$ cat config.mk
export PLATFORM = sky130hd
export DESIGN_NAME = mp_tpcs_usb4_tx_gbox
export DESIGN_NICKNAME = d
export VERILOG_FILES = /design/src/rtl/mp_tpcs_usb4_pkg.sv /design/src/rtl/mp_tpcs_usb4_g4_acc.sv /design/src/rtl/mp_tpcs_usb4_tx_gbox.sv
export SDC_FILE = /design/constraint.sdc
export NUM_CORES = 1
export LEC_CHECK = 0
export ABC_AREA = 1
export ABC_CLOCK_PERIOD_IN_PS = 2500
export CORE_ASPECT_RATIO = 2
export CORE_MARGIN = 4
export CORE_UTILIZATION = 50
export CTS_CLUSTER_DIAMETER = 40
export DETAILED_ROUTE_END_ITERATION = 8
export PLACE_DENSITY = 0.77
export SLEW_MARGIN = 20
export SYNTH_ARGS = -nofsm -noshare
export SYNTH_HDL_FRONTEND = slang
export SYNTH_SLANG_ARGS = --single-unit
$ cat constraint.sdc
create_clock -name tx_clk -period 2.5 [get_ports tx_clk]
set_input_delay 0.5 -clock tx_clk [delete_from_list [all_inputs] [get_ports tx_clk]]
set_output_delay 0.5 -clock tx_clk [all_outputs]
set_load 0.02 [all_outputs]
$ cat src/rtl/mp_tpcs_usb4_pkg.sv
// rtl/mp_tpcs_usb4_pkg.sv - shared rate codes, FSM states and default widths
package mp_tpcs_usb4_pkg;

   localparam logic [1:0] RATE_G2 = 2'b00;
   localparam logic [1:0] RATE_G3 = 2'b01;
   localparam logic [1:0] RATE_G4 = 2'b10;

   localparam int DEF_PMA_W        = 32;
   localparam int DEF_PIPE_W       = 40;
   localparam int DEF_G4_W         = 28;
   localparam int DEF_MIN_IDLE_CYC = 8;

   typedef enum logic [1:0] {
      IDLE   = 2'd0,
      ACTIVE = 2'd1,
      DRAIN  = 2'd2
   } tx_state_e;

endpackage

$ cat src/rtl/mp_tpcs_usb4_g4_acc.sv
// rtl/mp_tpcs_usb4_g4_acc.sv - Gen4 gearbox: packs G4_W-bit symbols into PMA_W-bit words
module mp_tpcs_usb4_g4_acc
   import mp_tpcs_usb4_pkg::*;
#(
   parameter  int PMA_W = DEF_PMA_W,
   parameter  int G4_W  = DEF_G4_W,
   localparam int CW    = $clog2(2 * PMA_W)
) (
   input  logic             clk,
   input  logic             rst_n,
   input  logic             push,
   input  logic [G4_W-1:0]  sym,
   input  logic             flush,
   input  logic             drain,
   output logic [PMA_W-1:0] word,
   output logic             word_vld,
   output logic [CW-1:0]    cnt
);

   localparam int          AW    = 2 * PMA_W;
   localparam logic [CW:0] G4_N  = (CW + 1)'(G4_W);
   localparam logic [CW:0] PMA_N = (CW + 1)'(PMA_W);

   logic [AW-1:0]    acc;
   logic [AW-1:0]    acc_new;
   logic [CW:0]      n;
   logic [CW:0]      n_rem;
   logic [PMA_W-1:0] keep_mask;

   always_comb begin
      acc_new   = acc | ({{(AW - G4_W){1'b0}}, sym} << cnt);
      n         = {1'b0, cnt} + G4_N;
      n_rem     = n - PMA_N;
      // the drain word only carries the cnt bits still pending
      keep_mask = ~({PMA_W{1'b1}} << cnt);
      word      = drain ? (acc[PMA_W-1:0] & keep_mask) : acc_new[PMA_W-1:0];
      word_vld  = drain | (push & (n >= PMA_N));
   end

   always_ff @(posedge clk or negedge rst_n) begin
      if (!rst_n) begin
         acc <= '0;
         cnt <= '0;
      end else if (flush | drain) begin
         acc <= '0;
         cnt <= '0;
      end else if (push) begin
         if (n >= PMA_N) begin
            acc <= acc_new >> PMA_W;
            cnt <= n_rem[CW-1:0];
         end else begin
            acc <= acc_new;
            cnt <= n[CW-1:0];
         end
      end
   end

endmodule

$ cat src/rtl/mp_tpcs_usb4_tx_gbox.sv
// rtl/mp_tpcs_usb4_tx_gbox.sv - USB4 PIPE-to-PMA Tx path with Gen4 gearbox and idle sequencing
module mp_tpcs_usb4_tx_gbox
   import mp_tpcs_usb4_pkg::*;
#(
   parameter int PMA_W        = DEF_PMA_W,
   parameter int PIPE_W       = DEF_PIPE_W,
   parameter int G4_W         = DEF_G4_W,
   parameter int MIN_IDLE_CYC = DEF_MIN_IDLE_CYC
) (
   input  logic              tx_clk,
   input  logic              tx_rst_n,
   input  logic [1:0]        pipe_rate,
   input  logic [PIPE_W-1:0] pipe_tx_data,
   input  logic [3:0]        pipe_tx_elec_idle,
   input  logic              pipe_tx_data_valid,
   input  logic              override_en,
   output logic [PMA_W-1:0]  pma_tx_td,
   output logic              pma_tx_td_valid,
   output logic              pma_tx_elec_idle,
   output logic              idle_viol
);

   localparam int         CW        = $clog2(2 * PMA_W);
   localparam logic [7:0] HOLD_INIT = 8'(MIN_IDLE_CYC - 1);

   tx_state_e        state;
   logic [1:0]       rate_q;
   logic [7:0]       hold;
   logic [PMA_W-1:0] lane_word;
   logic [PMA_W-1:0] word;
   logic [PMA_W-1:0] g4_word;
   logic             g4_vld;
   logic [CW-1:0]    cnt;
   logic             req_idle;
   logic             rate_chg;
   logic             g4_mode;
   logic             take;
   logic             drain;
   logic             push;
   logic             flush;
   logic             unused_ok;

   // 8b of every 10b PIPE group carry payload at Gen2/Gen3
   for (genvar k = 0; k < PMA_W / 8; k++) begin : g_ext
      assign lane_word[8*k +: 8] = pipe_tx_data[10*k +: 8];
   end

   assign word      = override_en ? pipe_tx_data[PMA_W-1:0] : lane_word;
   assign req_idle  = ~pipe_tx_data_valid | pipe_tx_elec_idle[0];
   assign rate_chg  = (pipe_rate != rate_q);
   assign g4_mode   = (pipe_rate == RATE_G4) & ~override_en;
   assign take      = ~req_idle & ~rate_chg &
                      ((state == ACTIVE) | ((state == IDLE) & (hold == '0)));
   assign drain     = (state == ACTIVE) & (req_idle | rate_chg) & (cnt != '0);
   assign push      = take & g4_mode;
   assign flush     = (rate_chg | override_en) & ~drain;
   assign unused_ok = ^{pipe_tx_elec_idle[3:1], pipe_tx_data[PIPE_W-1:PMA_W]};

   mp_tpcs_usb4_g4_acc #(
      .PMA_W (PMA_W),
      .G4_W  (G4_W)
   ) u_g4_acc (
      .clk      (tx_clk),
      .rst_n    (tx_rst_n),
      .push     (push),
      .sym      (pipe_tx_data[G4_W-1:0]),
      .flush    (flush),
      .drain    (drain),
      .word     (g4_word),
      .word_vld (g4_vld),
      .cnt      (cnt)
   );

   always_ff @(posedge tx_clk or negedge tx_rst_n) begin
      if (!tx_rst_n) begin
         state            <= IDLE;
         rate_q           <= RATE_G2;
         hold             <= '0;
         pma_tx_td        <= '0;
         pma_tx_td_valid  <= 1'b0;
         pma_tx_elec_idle <= 1'b1;
         idle_viol        <= 1'b0;
      end else begin
         rate_q <= pipe_rate;
         if (take) begin
            state            <= ACTIVE;
            pma_tx_elec_idle <= 1'b0;
            if (g4_mode) begin
               pma_tx_td_valid <= g4_vld;
               if (g4_vld) pma_tx_td <= g4_word;
            end else begin
               pma_tx_td       <= word;
               pma_tx_td_valid <= 1'b1;
            end
         end else if (drain) begin
            state            <= DRAIN;
            pma_tx_td        <= g4_word;
            pma_tx_td_valid  <= 1'b1;
            pma_tx_elec_idle <= 1'b0;
         end else if (state == IDLE) begin
            pma_tx_td        <= '0;
            pma_tx_td_valid  <= 1'b0;
            pma_tx_elec_idle <= 1'b1;
            if (hold != '0) begin
               hold <= hold - 8'd1;
               if (!req_idle) idle_viol <= 1'b1;
            end
         end else begin
            // leaving ACTIVE with nothing buffered, or the DRAIN word has gone out
            state            <= IDLE;
            pma_tx_td        <= '0;
            pma_tx_td_valid  <= 1'b0;
            pma_tx_elec_idle <= 1'b1;
            hold             <= HOLD_INIT;
         end
      end
   end

endmodule

# Word-level counts from Yosys, hierarchy flattened
# Index checks and enable logic that the tools add are counted.
# classes
div_mod_pow	0
n_eq_ne	6
n_bitwise	24
multipliers	0
reduce_logical	7
add_sub_neg	3
muxes	22
n_shift	2
magnitude_cmp	1
# op_table
cell	count
two-way mux 32 bit	6
two-way mux 64 bit	3
OR 64 bit	1
<< shifter 28 x 6 -> 64 bit	1
bitwise AND 32 bit	1
inverter 32 bit	1
<< shifter 32 x 6 -> 32 bit (first input constant)	1
two-way mux 6 bit	3
two-way mux 8 bit	2
bitwise AND 1 bit	9
zero test 8 bit	1
nonzero test 8 bit	1
subtractor 8 x 1 -> 8 bit (second input constant)	1
adder 6 x 5 -> 7 bit (second input constant)	1
>= comparator 7 x 6 -> 1 bit (second input constant)	1
two-way mux 2 bit	3
inequality test 3 bit (second input constant)	2
inverter 1 bit	6
OR 1 bit	6
nonzero test 6 bit	1
subtractor 6 bit (second input constant)	1
two-way mux 1 bit	5
AND reduction 5 bit	1
AND reduction 3 bit	1
6 further kinds	6
# totals
in_bits	50
ram_bits	0
latchBits	0
regBits	117
output_inout_bits	35
mem_bits_ro	0
word_cells	74
n_memories	0

# Longest topological paths before layout
# Gate-level depths: netlist of the first run.
# logic_depth
ltp_word	11
ltp_mapped	14
depth_no_buf	12

# Hierarchy
# Synthesis of the first run repeated with hierarchy kept, for this count alone.
# unflattened
hier_cells	1338
hier_area_um2	8584.5
# by_module_without_submodules
module	seq_area_each_um2	n_inst	cells_per_inst	area_each_um2
mp_tpcs_usb4_g4_acc	1701.6	1	860	5347.6
mp_tpcs_usb4_tx_gbox	1177.4	1	478	3236.9

# Worst setup path after synthesis of the first run
# Ideal clock, no wire load.
# synth_path
kind	flip-flop to flip-flop
start	reg u_g4_acc.cnt[3]
end	reg pma_tx_td[5]
arrival_ns	2.152
path_slack_ns	0.227
stages_incl_launch_ff	15
synth_period_minus_slack_ns	2.273
setup_ns	0.120
path_cell_list	dfrtp_1 buf_2 inv_1 clkbuf_1 ha_1 inv_1 nor2_1 a21oi_1 nor2_4 inv_2 nor2_8 buf_4 nor2_1 o21ai_1 nand2_1
# synth_between
elab_chain_len	7
word_cells_on_any_way	17
cone_classes	add/sub: 1; order compare: 1; eq/ne: 1; shift: 2; mux: 5; bitwise: 6; reduce/logical: 1
# synth_lines
item	line	text
start: declaration	mp_tpcs_usb4_g4_acc.sv:17	output logic [CW-1:0] cnt
start signal: assignment	mp_tpcs_usb4_g4_acc.sv:50	cnt <= n_rem[CW-1:0];
start signal: assignment	mp_tpcs_usb4_g4_acc.sv:53	cnt <= n[CW-1:0];
parallel branches: the longest is 7 deep, another holds adder 6 x 5 -> 7 bit	-	
end signal: assignment	mp_tpcs_usb4_tx_gbox.sv:90	if (g4_vld) pma_tx_td <= g4_word;
end signal: assignment	mp_tpcs_usb4_tx_gbox.sv:92	pma_tx_td <= word;
end signal: assignment	mp_tpcs_usb4_tx_gbox.sv:97	pma_tx_td <= g4_word;
end: declaration	mp_tpcs_usb4_tx_gbox.sv:17	output logic [PMA_W-1:0] pma_tx_td,
# Parallel ways; which one is timed is not known. The select of a mux whose other input is x is not followed.
# A chain may end at the register's enable or synchronous reset.

# Worst setup path in the final report of the first run
# layout_path
start	reg u_g4_acc.cnt[3]
end	reg pma_tx_td[7]
# The elaborated chain is that of the path after synthesis.

==> results.tsv, run 1 <==
stage	metric	value	unit
power	power_per_cell_area	540	nW/µm²
clock_network	cts-buffers-inserted	17	
synth	share_of_yosys_cell_area_claimed_by_the_top_area_cell_type	35.6	%
global_routing	track_usage	33.6	%
power	seq_power_share	36.9	%
critical_path	worst_ep_arrival_time	2.60	ns
clock_network	clock_tree.htree_level_count	4	
route	count_of_tritonroute_iterations_in_the_first_routing_pass	5	
clock_network	cts-resized-gates	0	
critical_path	critical_path_required	2.86	ns
timing	slew_headroom	56.9	%
route	post_drt_wl_per_cell	20.0	µm
timing	fmax	0.448	GHz
critical_path	worst-setup-path-type	flop to flop	
timing	slew_violations	0	
critical_path	timing.critical_path.cells	inv_1 > buf_4 > nand2_1 > o21ai_0 > nand2_1 > a21oi_1 > o21ai_1 > nand2_1	
timing	finalHoldViolations	0	
synth	syn_nets	1266	
synth	synth-seq-area-share	35.9	%
power	power_frac_comb	14.2	%
global_routing	overflow	0	
timing	fin_skew	0.00851	ns
synth	synth_area_leaders	sky130_fd_sc_hd__dfrtp_1 36%, sky130_fd_sc_hd__nand2_1 21%, sky130_fd_sc_hd__nand3_1 7.1%	
layout	layout.cells.most_common_list	457 x sky130_fd_sc_hd__nand2_1, 114 x sky130_fd_sc_hd__nand3_1, 114 x sky130_fd_sc_hd__dfrtp_1, 94 x sky130_fd_sc_hd__inv_1, 81 x sky130_fd_sc_hd__nor2_1	
global_routing	via_count_of_the_first_global_routing_pass	8712	
outcome	status	finished, final reports clean	
route	vias_per_cell	5.80	
clock_network	cts_hold_buffers_added	0	
clock_network	clock_tree.buffer_depth	2	
timing	period_needed	2.23	ns
critical_path	endpoint_kind	flop	
clock_network	clock_tree_from_tritoncts	yes	
clock_network	root_buffer	sky130_fd_sc_hd__clkbuf_16	
critical_path	worst_path_most_repeated_cell	sky130_fd_sc_hd__nand2_1	
layout	areaGrowthSynthToFinish	24.4	%
clock_network	postCtsSetupRepairBufs	0	
global_routing	first_pass_grt_wire_length	47500	µm
critical_path	worst_setup_path_start_kind	flop	
global_routing	grt_max_degree	47	
critical_path	worst_path_max_delay_cell	sky130_fd_sc_hd__dfrtp_1	
timing	setup_tns	0	ns
placed_design	port-buffer-count	79	
route	detail_route.wirelength	30400	µm
layout	insertedDiodeCount	0	
run	maxCapViolCount	0	
floorplanning	dieWidth	97.5	µm
timing	layout_worst_path_cycle_share	89.4	%
route	route.detailed.drc	0	
global_routing	antenna_found_initial	0	
placed_design	dpl.hpwl	23000	µm
synth	yosys.cell_types.count	40	
power	power.share.clock	49.0	%
synth	synth_cells	1211	
clock_network	clkSinkCount	115	
layout	num-nets-final	1363	
floorplanning	io_pins	85	
critical_path	critPathMaxFanout	39	
floorplanning	fp.dieArea	18200	µm²
floorplanning	floorplan.die.height	187	µm
power	sw_frac_of_total	27.6	%
power	total_switching_power	1.49	mW
power	max-vdd-ir-drop	0.424	mV
min_path	worst_hold_path_type	input pin to async pin	
synth	synth-warning-count	0	
placed_design	finalWeightedCongestion	1.02	
synth	mappedNetlistArea	8020	µm²
timing	max_slew.worst_pin.slew	0.647	ns
clock_network	clk_pin_slew_worst_paths	0.06	ns
layout	layout.cells.most_common	sky130_fd_sc_hd__nand2_1	
synth	avgSynthCellArea	6.62	µm²
synth	postSynthRegisterBits	115	
route	postRouteAntennaNets	0	
clock_network	clock_insertion_delay_worst_skew	0.43	ns
floorplanning	core-area	15800	µm²
power	power.leakage	4.97	nW
route	drt_iter0_drc	696	
power	internal_power	3.90	mW
timing	grt_setup_unrepaired	false	
route	route.vias.total	8831	
floorplanning	floorplan.rows	65	
floorplanning	start_util	50.8	%
layout	core_util_final	63.2	%
layout	layout_cell_share_with_drive_strength_beyond_1	10.2	%
layout	n_fill_cell	1492	
timing	final-setup-viol-count	0	
synth	synth_area_leader_cell	sky130_fd_sc_hd__dfrtp_1	
timing	final.hold.worst_slack	0.0239	ns
critical_path	cp_slowest_stage_delay	0.49	ns
==> path summary, 6_finish.rpt <==
path / start / to / slack (ns) / cells after the start
max: u_g4_acc.cnt[3]$_DFFE_PN0P_ / pma_tx_td[7]$_DFFE_PN0P_ / 0.27 / 8
min: tx_rst_n / u_g4_acc.acc[61]$_DFFE_PN0P_ / 0.02 / 1
max reg2reg: u_g4_acc.cnt[3]$_DFFE_PN0P_ / pma_tx_td[7]$_DFFE_PN0P_ / 0.27 / 8
min reg2reg: u_g4_acc.acc[39]$_DFFE_PN0P_ / u_g4_acc.acc[39]$_DFFE_PN0P_ / 0.47 / 2
max in group asynchronous: tx_rst_n / hold[0]$_DFFE_PN0P_ / 1.84 / 2
min in group tx_clk: u_g4_acc.acc[39]$_DFFE_PN0P_ / u_g4_acc.acc[39]$_DFFE_PN0P_ / 0.47 / 2
==> per-stage QoR <==
step	std cells	setup WS, ns	instance area (µm²)	power [mW]
3_3_place_gp	1490	0.0845	9340	2.75
2_1_floorplan	1211	0.227	8020	2.43
5_1_grt	1522	0.0707	9970	5.57
3_5_place_dp	1490	0.0477	9340	2.76
4_1_cts	1522	0.291	9970	5.40
6_report	1522	0.266	9970	5.38
==> cell usage after synthesis (all sizes together) <==
library cell	number
nand2	463
nand3	119
dfrtp	114
inv	101
nor2	91
o21ai	68
a21oi	54
buf	44
o211ai	28
clkbuf	24
nand4	20
a21boi	18
o21bai	12
mux2i	11
o22ai	8
a21o	6
ha	5
nor3	5
xor2	4
a211oi	3
a31o	3
o221ai	3
or2	3
clkinv	2
dfstp	1
xnor2	1
==> area by class of cell <==
cell class                 instances  area, µm²  share of cell area, %
tap                              201        251                   2.52
inverter                         103        387                   3.88
clock inverter                    14        203                   2.03
multi-input combinational        925       4400                   44.2
timing repair buffer             146       1420                   14.2
sequential                       115       2880                   28.9
clock buffer                      18        429                   4.30
==> worst max-delay path: cells and delay by family (launching register included) <==
family                 cells  cell delay, ns
AND/OR/NAND/NOR            3            0.51
flip-flops                 1            0.49
buffers and inverters      2            0.54
AO/OA/AOI/OAI              3            0.62
==> power by group through the flow <==
stage               combinational [mW]  sequential, mW  clock (mW)
finish                           0.762            1.98        2.64
global route                     0.838            1.99        2.74
CTS                              0.759            1.98        2.65
detailed placement               0.746            2.02           0
global placement                 0.734            2.01           0
floorplan                        0.421            2.01           0
==> layer usage <==
metal  global-route usage (%)  vias to the layer above  part of all wire [%]
li1                         -                     4150                     -
met1                     39.2                     4087                    37
met2                     55.9                      475                    49
met3                     4.67                      119                   6.5
met4                     23.8                        0                   7.6
met5                        0                        -                     0
==> state kept, by name (all words and copies together) (netlist names) <==
register / flops
idle_viol: 1
u_g4_acc.cnt: 4
pma_tx_td_valid: 1
state: 2
u_g4_acc.acc: 64
hold: 8
pma_tx_td: 32
rate_q: 2
pma_tx_elec_idle: 1
==> cells by family (layout without fill, tap and decap cells) <==
| kind of cell | Yosys count | count (layout) | synth area share, % |
|---|---|---|---|
| adder cells (fa/ha/maj) | 5 | 5 | 0.780 |
| AND/OR/NAND/NOR | 701 | 701 | 37.0 |
| multiplexers | 11 | 11 | 1.37 |
| flip-flops | 115 | 115 | 35.9 |
| buffers and inverters | 171 | 281 | 9.15 |
| XOR/XNOR | 5 | 5 | 0.546 |
| AO/OA/AOI/OAI | 203 | 203 | 15.2 |
No activity file was read; power rests on OpenSTA's default activity.
==> run 2, diff against run 1 <==
--- a/config.mk
+++ b/config.mk
@@ -12,6 +12,7 @@
 export CORE_UTILIZATION = 50
 export CTS_CLUSTER_DIAMETER = 40
 export DETAILED_ROUTE_END_ITERATION = 8
+export GPL_TIMING_DRIVEN = 1
 export PLACE_DENSITY = 0.77
 export SLEW_MARGIN = 20
 export SYNTH_ARGS = -nofsm -noshare
==> results of run 2 <==
Final layout, timing and power as in run 1 (identical DEF).
